`src/rtl/ring_pkg.sv`:
```
// Shared constants for johnson_bcd_framer: Johnson digit codes, FSM encoding, frame geometry.
// Optional macro FRAME_SEQ_EN selects the 5-byte frame carrying a sequence byte.
package ring_pkg;

    localparam logic [4:0] JC_0 = 5'b00000;
    localparam logic [4:0] JC_1 = 5'b00001;
    localparam logic [4:0] JC_2 = 5'b00011;
    localparam logic [4:0] JC_3 = 5'b00111;
    localparam logic [4:0] JC_4 = 5'b01111;
    localparam logic [4:0] JC_5 = 5'b11111;
    localparam logic [4:0] JC_6 = 5'b11110;
    localparam logic [4:0] JC_7 = 5'b11100;
    localparam logic [4:0] JC_8 = 5'b11000;
    localparam logic [4:0] JC_9 = 5'b10000;

    typedef enum logic [1:0] {
        ST_IDLE,
        ST_DEC,
        ST_CALC,
        ST_SEND
    } state_t;

    localparam int FRAME_LEN_BASE = 4;
    localparam int FRAME_LEN_SEQ  = 5;
`ifdef FRAME_SEQ_EN
    localparam int FRAME_LEN = FRAME_LEN_SEQ;
`else
    localparam int FRAME_LEN = FRAME_LEN_BASE;
`endif

    localparam int IDX_W = 3;
    typedef logic [IDX_W-1:0] idx_t;

endpackage

```
`src/rtl/johnson_digit_decode.sv`:
```
// Combinational decode of one 5-bit Johnson-coded decimal digit; illegal codes give 0 and err.
module johnson_digit_decode
    import ring_pkg::*;
(
    input  logic [4:0] code,
    output logic [3:0] digit,
    output logic       err
);

    always_comb begin
        // NOTE: defaults first so every path assigns both outputs and no latch is inferred.
        digit = 4'd0;
        err   = 1'b0;
        case (code)
            JC_0:    digit = 4'd0;
            JC_1:    digit = 4'd1;
            JC_2:    digit = 4'd2;
            JC_3:    digit = 4'd3;
            JC_4:    digit = 4'd4;
            JC_5:    digit = 4'd5;
            JC_6:    digit = 4'd6;
            JC_7:    digit = 4'd7;
            JC_8:    digit = 4'd8;
            JC_9:    digit = 4'd9;
            default: err   = 1'b1;
        endcase
    end

endmodule

```
`src/rtl/johnson_bcd_framer.sv`:
```
// Johnson triplet -> binary 0..999 -> byte frame on the LED bus, one byte per advance.
// Macro FRAME_SEQ_EN inserts an 8-bit frame sequence byte before the checksum.
module johnson_bcd_framer
    import ring_pkg::*;
#(
    parameter logic [3:0]  pSYNC = 4'hA,
    parameter int unsigned pHOLD = 0
)(
    input  logic       i_clk,
    input  logic       i_rst_n,
    input  logic       i_valid,
    output logic       o_ready,
    input  logic [4:0] i_100,
    input  logic [4:0] i_010,
    input  logic [4:0] i_001,
    input  logic       i_adv,
    output logic [7:0] o_byte,
    output logic       o_busy,
    output logic [2:0] o_err
);

    localparam bit         HOLD_EN   = (pHOLD > 0);
    localparam logic [7:0] HOLD_LAST = (pHOLD > 0) ? 8'(pHOLD - 1) : 8'd0;
    localparam idx_t       LAST_IDX  = idx_t'(FRAME_LEN - 1);

    state_t     state;
    logic [4:0] c100_q, c010_q, c001_q;
    logic [3:0] d100, d010, d001;
    logic [2:0] err_dec;
    logic [3:0] d100_q, d010_q, d001_q;
    logic [2:0] err_dec_q;
    logic [9:0] bin_calc, bin_q, bin_src;
    logic [2:0] err_src;
    idx_t       idx, next_idx;
    logic [7:0] hold_cnt;
    logic [7:0] b0, b1, b2, chk, next_byte;
    logic       timeout, adv;
`ifdef FRAME_SEQ_EN
    logic [7:0] seq_q;
`endif

    johnson_digit_decode u_dec_100 (.code(c100_q), .digit(d100), .err(err_dec[2]));
    johnson_digit_decode u_dec_010 (.code(c010_q), .digit(d010), .err(err_dec[1]));
    johnson_digit_decode u_dec_001 (.code(c001_q), .digit(d001), .err(err_dec[0]));

    // In CALC the frame is built from the fresh decode; in SEND from the registered result.
    always_comb begin
        bin_calc  = 10'(d100_q) * 10'd100 + 10'(d010_q) * 10'd10 + 10'(d001_q);
        err_src   = (state == ST_CALC) ? err_dec_q : o_err;
        bin_src   = (state == ST_CALC) ? bin_calc  : bin_q;
        next_idx  = (state == ST_CALC) ? '0 : idx + 1'b1;
        b0        = {pSYNC, 1'b0, err_src};
        b1        = {6'b0, bin_src[9:8]};
        b2        = bin_src[7:0];
        chk       = b0 ^ b1 ^ b2;
`ifdef FRAME_SEQ_EN
        chk       = chk ^ seq_q;
`endif
        next_byte = 8'h00;
        case (next_idx)
            3'd0:    next_byte = b0;
            3'd1:    next_byte = b1;
            3'd2:    next_byte = b2;
`ifdef FRAME_SEQ_EN
            3'd3:    next_byte = seq_q;
            3'd4:    next_byte = chk;
`else
            3'd3:    next_byte = chk;
`endif
            default: next_byte = 8'h00;
        endcase
        timeout   = HOLD_EN && (hold_cnt == HOLD_LAST);
        adv       = i_adv || timeout;
    end

    // NOTE: all state uses non-blocking assignments so every register samples pre-edge values.
    always_ff @(posedge i_clk or negedge i_rst_n) begin
        if (!i_rst_n) begin
            state     <= ST_IDLE;
            o_ready   <= 1'b1;
            o_busy    <= 1'b0;
            o_byte    <= 8'h00;
            o_err     <= 3'b000;
            c100_q    <= '0;
            c010_q    <= '0;
            c001_q    <= '0;
            d100_q    <= '0;
            d010_q    <= '0;
            d001_q    <= '0;
            err_dec_q <= '0;
            bin_q     <= '0;
            idx       <= '0;
            hold_cnt  <= '0;
`ifdef FRAME_SEQ_EN
            seq_q     <= '0;
`endif
        end else begin
            case (state)
                ST_IDLE: begin
                    if (i_valid) begin
                        c100_q  <= i_100;
                        c010_q  <= i_010;
                        c001_q  <= i_001;
                        o_ready <= 1'b0;
                        state   <= ST_DEC;
                    end
                end
                ST_DEC: begin
                    d100_q    <= d100;
                    d010_q    <= d010;
                    d001_q    <= d001;
                    err_dec_q <= err_dec;
                    state     <= ST_CALC;
                end
                ST_CALC: begin
                    bin_q    <= bin_calc;
                    o_err    <= err_dec_q;
                    idx      <= '0;
                    hold_cnt <= '0;
                    o_byte   <= next_byte;
                    o_busy   <= 1'b1;
                    state    <= ST_SEND;
                end
                ST_SEND: begin
                    if (adv) begin
                        hold_cnt <= '0;
                        if (idx == LAST_IDX) begin
                            o_byte  <= 8'h00;
                            o_busy  <= 1'b0;
                            o_ready <= 1'b1;
                            state   <= ST_IDLE;
`ifdef FRAME_SEQ_EN
                            seq_q   <= seq_q + 8'd1;
`endif
                        end else begin
                            idx    <= next_idx;
                            o_byte <= next_byte;
                        end
                    end else if (HOLD_EN) begin
                        hold_cnt <= hold_cnt + 8'd1;
                    end
                end
                default: state <= ST_IDLE;
            endcase
        end
    end

endmodule

```
`config.mk`:
```
export PLATFORM = sky130hd
export DESIGN_NAME = johnson_bcd_framer
export DESIGN_NICKNAME = d
export VERILOG_FILES = /design/src/rtl/ring_pkg.sv /design/src/rtl/johnson_digit_decode.sv /design/src/rtl/johnson_bcd_framer.sv
export SDC_FILE = /design/constraint.sdc
export NUM_CORES = 1
export LEC_CHECK = 0
export ABC_CLOCK_PERIOD_IN_PS = 6000
export BUFFER_PORTS_ARGS = -buffer_cell sky130_fd_sc_hd__buf_4
export CORE_MARGIN = 4
export CORE_UTILIZATION = 35
export CTS_CLUSTER_DIAMETER = 30
export DETAILED_ROUTE_END_ITERATION = 8
export SLEW_MARGIN = 40
export SYNTH_ARGS = -nofsm -noshare
export SYNTH_HDL_FRONTEND = slang
export SYNTH_HIERARCHICAL = 1
export SYNTH_SLANG_ARGS = --single-unit
```
`constraint.sdc`:
```
create_clock -name i_clk -period 6 [get_ports i_clk]
set_input_delay 0.9 -clock i_clk [delete_from_list [all_inputs] [get_ports i_clk]]
set_output_delay 0.9 -clock i_clk [all_outputs]
set_load 0.005 [all_outputs]
```
==> metrics.cfg <==
[status]
outcome = finished clean

[pwr]
sw_frac_of_total = 0.4009
switching_power_mw = 0.8641
vdd_drop_max_uv = 207.5
leakagePower_nw = 1.935
p_int_mw = 1.291
p_seq_frac = 0.352
power-per-cell-area_nw_per_um2 = 519.8
clock_power_share = 0.172
combPwrFrac = 0.476

[critical_path]
crit_chain = ha_1 -> ha_1 -> fa_1 -> xor2_1 -> ha_1 -> ha_1 -> a21o_1 -> a31o_1 -> a21oi_2 -> xnor2_1 -> mux2_2
crit_required_ns = 6.22
crit_path_end_kind = flip-flop
worst_path_max_delay_cell = dfrtp_1
crit_type = flip-flop to flip-flop
crit_top_cell = ha_1
crit_fanout = 5
slowest_delay_ns = 0.41
cp.arrival_ns = 3.32
setup.worst_path.start_class = flip-flop

[logic_synthesis]
yosys.area.top_type_share = 0.3923
yosysWarnings = 6
synth_cell_type_count = 43
synth_seq_cells = 58
synth_top_area_cell = dfrtp_1
synth.yosys.seq_area_share = 0.3995
synthTopCellsByArea = dfrtp_1 39%, mux2_2 11%, ha_1 10%
ys_async_sr_fraction = 1.000
synth_common_cells = 57 x dfrtp_1, 37 x mux2_2, 29 x ha_1, 29 x nand2_1, 22 x inv_1
syn_area_um2 = 3636
syn_area_per_cell_um2 = 10.57
syn-num-nets = 397
synth_edf_count = 0
synth_cells = 344
synth_top_flop_cell = dfrtp_1
synth.most_common_cell = dfrtp_1

[grt]
grt_pass1_vias = 2535
grt_max_degree = 59
grt_util_met2 = 0.2032
gr-usage-all-layers = 0.1278
busiest_layer = met2
antenna_found_initial = 0
grtUsageMet3 = 0.02701
grt_pass1_wl_mm = 12.03
grt.overflow.total = 0
use_met1 = 0.1693

[floorplan]
die_h_um = 109.9
die_area_um2 = 12080
coreArea_um2 = 9955
initial_core_util = 0.3653
core.rowCount = 36
pin_count = 32
chipWidth_um = 109.9

[timing]
fmax_mhz = 322.2
worstMarginPinSlew_ns = 0.7299
drv_slew = 0
hold_viol_final = 0
fin_tns_setup_ns = 0
setup_viol = 0
finClkSkew_ns = 0.006997
period_share = 0.5173
fin_crit_ns = 3.104
slew_headroom = 0.4995
rsz0062_at_grt = false

[cts]
ctsResizeCount = 0
cts-root-buf = clkbuf_8
postCtsSetupBuffers = 0
cts_tree = built
htreeDepth = 3
ctsHoldBuffers = 0
clock_latency_ns = 0.33
cts.sinks = 58
clkTransAtPathRegs_ns = 0.07
numCtsBuffers = 9
clockBufferDepth = 2

[worst_hold_path]
hp-class = flip-flop to flip-flop

[drt]
viasPerCell = 5.033
wl_per_cell_um = 13.78
drc = 0
dr.pass1.iters = 5
drt_wl_total_mm = 7.013
drtIter0Drc = 117
vias = 2562
antenna_left = 0

[layout]
drive_gt1_frac = 0.2420
area_delta_synth_final_pct = 14.04
fin_nets = 424
fin_util = 0.4165
n_antenna_cell = 0

[place]
place.gp.congestion = 0.8497
portBuffers = 31
hpwl_mm = 5.183

[run]
maxCapViolCount = 0

==> cell usage in the layout (no fill, tap or decap), types with 3 or more instances in the layout <==
| master | count |
|---|---|
| dfrtp_1 | 57 |
| mux2_2 | 37 |
| buf_4 | 31 |
| nand2_1 | 29 |
| ha_1 | 29 |
| inv_1 | 22 |
| o21ai_0 | 19 |
| a21oi_1 | 16 |
| xnor2_1 | 14 |
| nor2_1 | 13 |
| nor2b_1 | 12 |
| clkbuf_8 | 11 |
| mux2i_1 | 10 |
| xor2_1 | 7 |
| o32ai_1 | 7 |
| nand3_1 | 6 |
| nor3_1 | 5 |
| fa_1 | 5 |
| a31oi_1 | 4 |
| nand2b_1 | 3 |
| a22oi_1 | 3 |
| clkinv_2 | 3 |
| nor4_1 | 3 |
| o221ai_1 | 3 |
==> per-stage QoR <==
stage	worst slack (ns)	hold slack (ns)	cells	instance area (µm²)	power (mW)
after global routing	2.747	0.5218	509	4146	2.359
after CTS	2.873	0.4992	509	4143	2.186
after detailed placement	2.898	0.4830	493	3939	1.806
after global placement	2.966	0.4758	493	3939	1.768
after floorplan	3.059	0.4417	344	3636	1.558
final	2.896	0.4932	509	4146	2.155
==> worst max-delay path: cells and delay by family, from the launching register on <==
kind	cells	cell delay [ns]
adder cells (fa/ha/maj)	5	1.55
AO/OA/AOI/OAI	3	0.53
flip-flops	1	0.41
multiplexers	1	0.27
XOR/XNOR	2	0.24
==> layout make-up <==
cell class / instances / area (µm²)
Fill cell: 948 / 5808
Multi-Input combinational cell: 248 / 1997
Sequential cell: 58 / 1453
Timing Repair Buffer: 32 / 244.0
Tap cell: 133 / 166.4
Clock buffer: 11 / 151.4
Inverter: 22 / 82.58
Clock inverter: 5 / 52.55
==> sequential cells by signal, indices dropped and copies added, names as in the netlist, 2 cells and up <==
signal and flops:
bin_q 10, o_byte 8, c001_q 5, c010_q 5, c100_q 5, d001_q 4
d010_q 4, d100_q 4, err_dec_q 3, idx 3, o_err 3, state 2
==> kinds of logic (layout without fill, tap and decap cells) <==
group                      Yosys count  in the layout  synth area share
and+or+nand+nor                     76             76            0.1008
AOI/OAI and AO/OA                   70             70            0.1284
muxes                               47             47            0.1421
buffers and inverters               38             70           0.05127
DFF                                 58             58            0.3995
adders and majority gates           34             34            0.1273
xor gates and xnor gates            21             21           0.05059
==> per-layer routing <==
layer / part of all wire / wire (µm)
met5: 0 / 0
met4: 0.016 / 110
met3: 0.021 / 150
met2: 0.48 / 3390
met1: 0.48 / 3361
==> path summary, 6_finish.rpt <==
check	end	cells after the start	from	slack [ns]
hold reg to reg	o_byte[6]$_DFFE_PN0P_	2	o_byte[6]$_DFFE_PN0P_	0.49
hold / removal	o_byte[6]$_DFFE_PN0P_	2	o_byte[6]$_DFFE_PN0P_	0.49
setup reg to reg	bin_q[9]$_DFF_PN0_	11	d010_q[1]$_DFFE_PN0N_	2.90
min in group asynchronous	o_byte[6]$_DFFE_PN0P_	1	i_rst_n	0.51
max in group asynchronous	c100_q[1]$_DFFE_PN0P_	1	i_rst_n	5.08
setup / recovery	bin_q[9]$_DFF_PN0_	11	d010_q[1]$_DFFE_PN0N_	2.90
==> power by group through the flow <==
stage	combinational [mW]	clock, mW	sequential (mW)
3_5_place_dp	1.04	0	0.766
6_report	1.03	0.371	0.758
5_1_grt	1.17	0.398	0.792
3_3_place_gp	1.01	0	0.756
2_1_floorplan	0.882	0	0.676
4_1_cts	1.04	0.383	0.759
(Power assumes the default switching activity.)
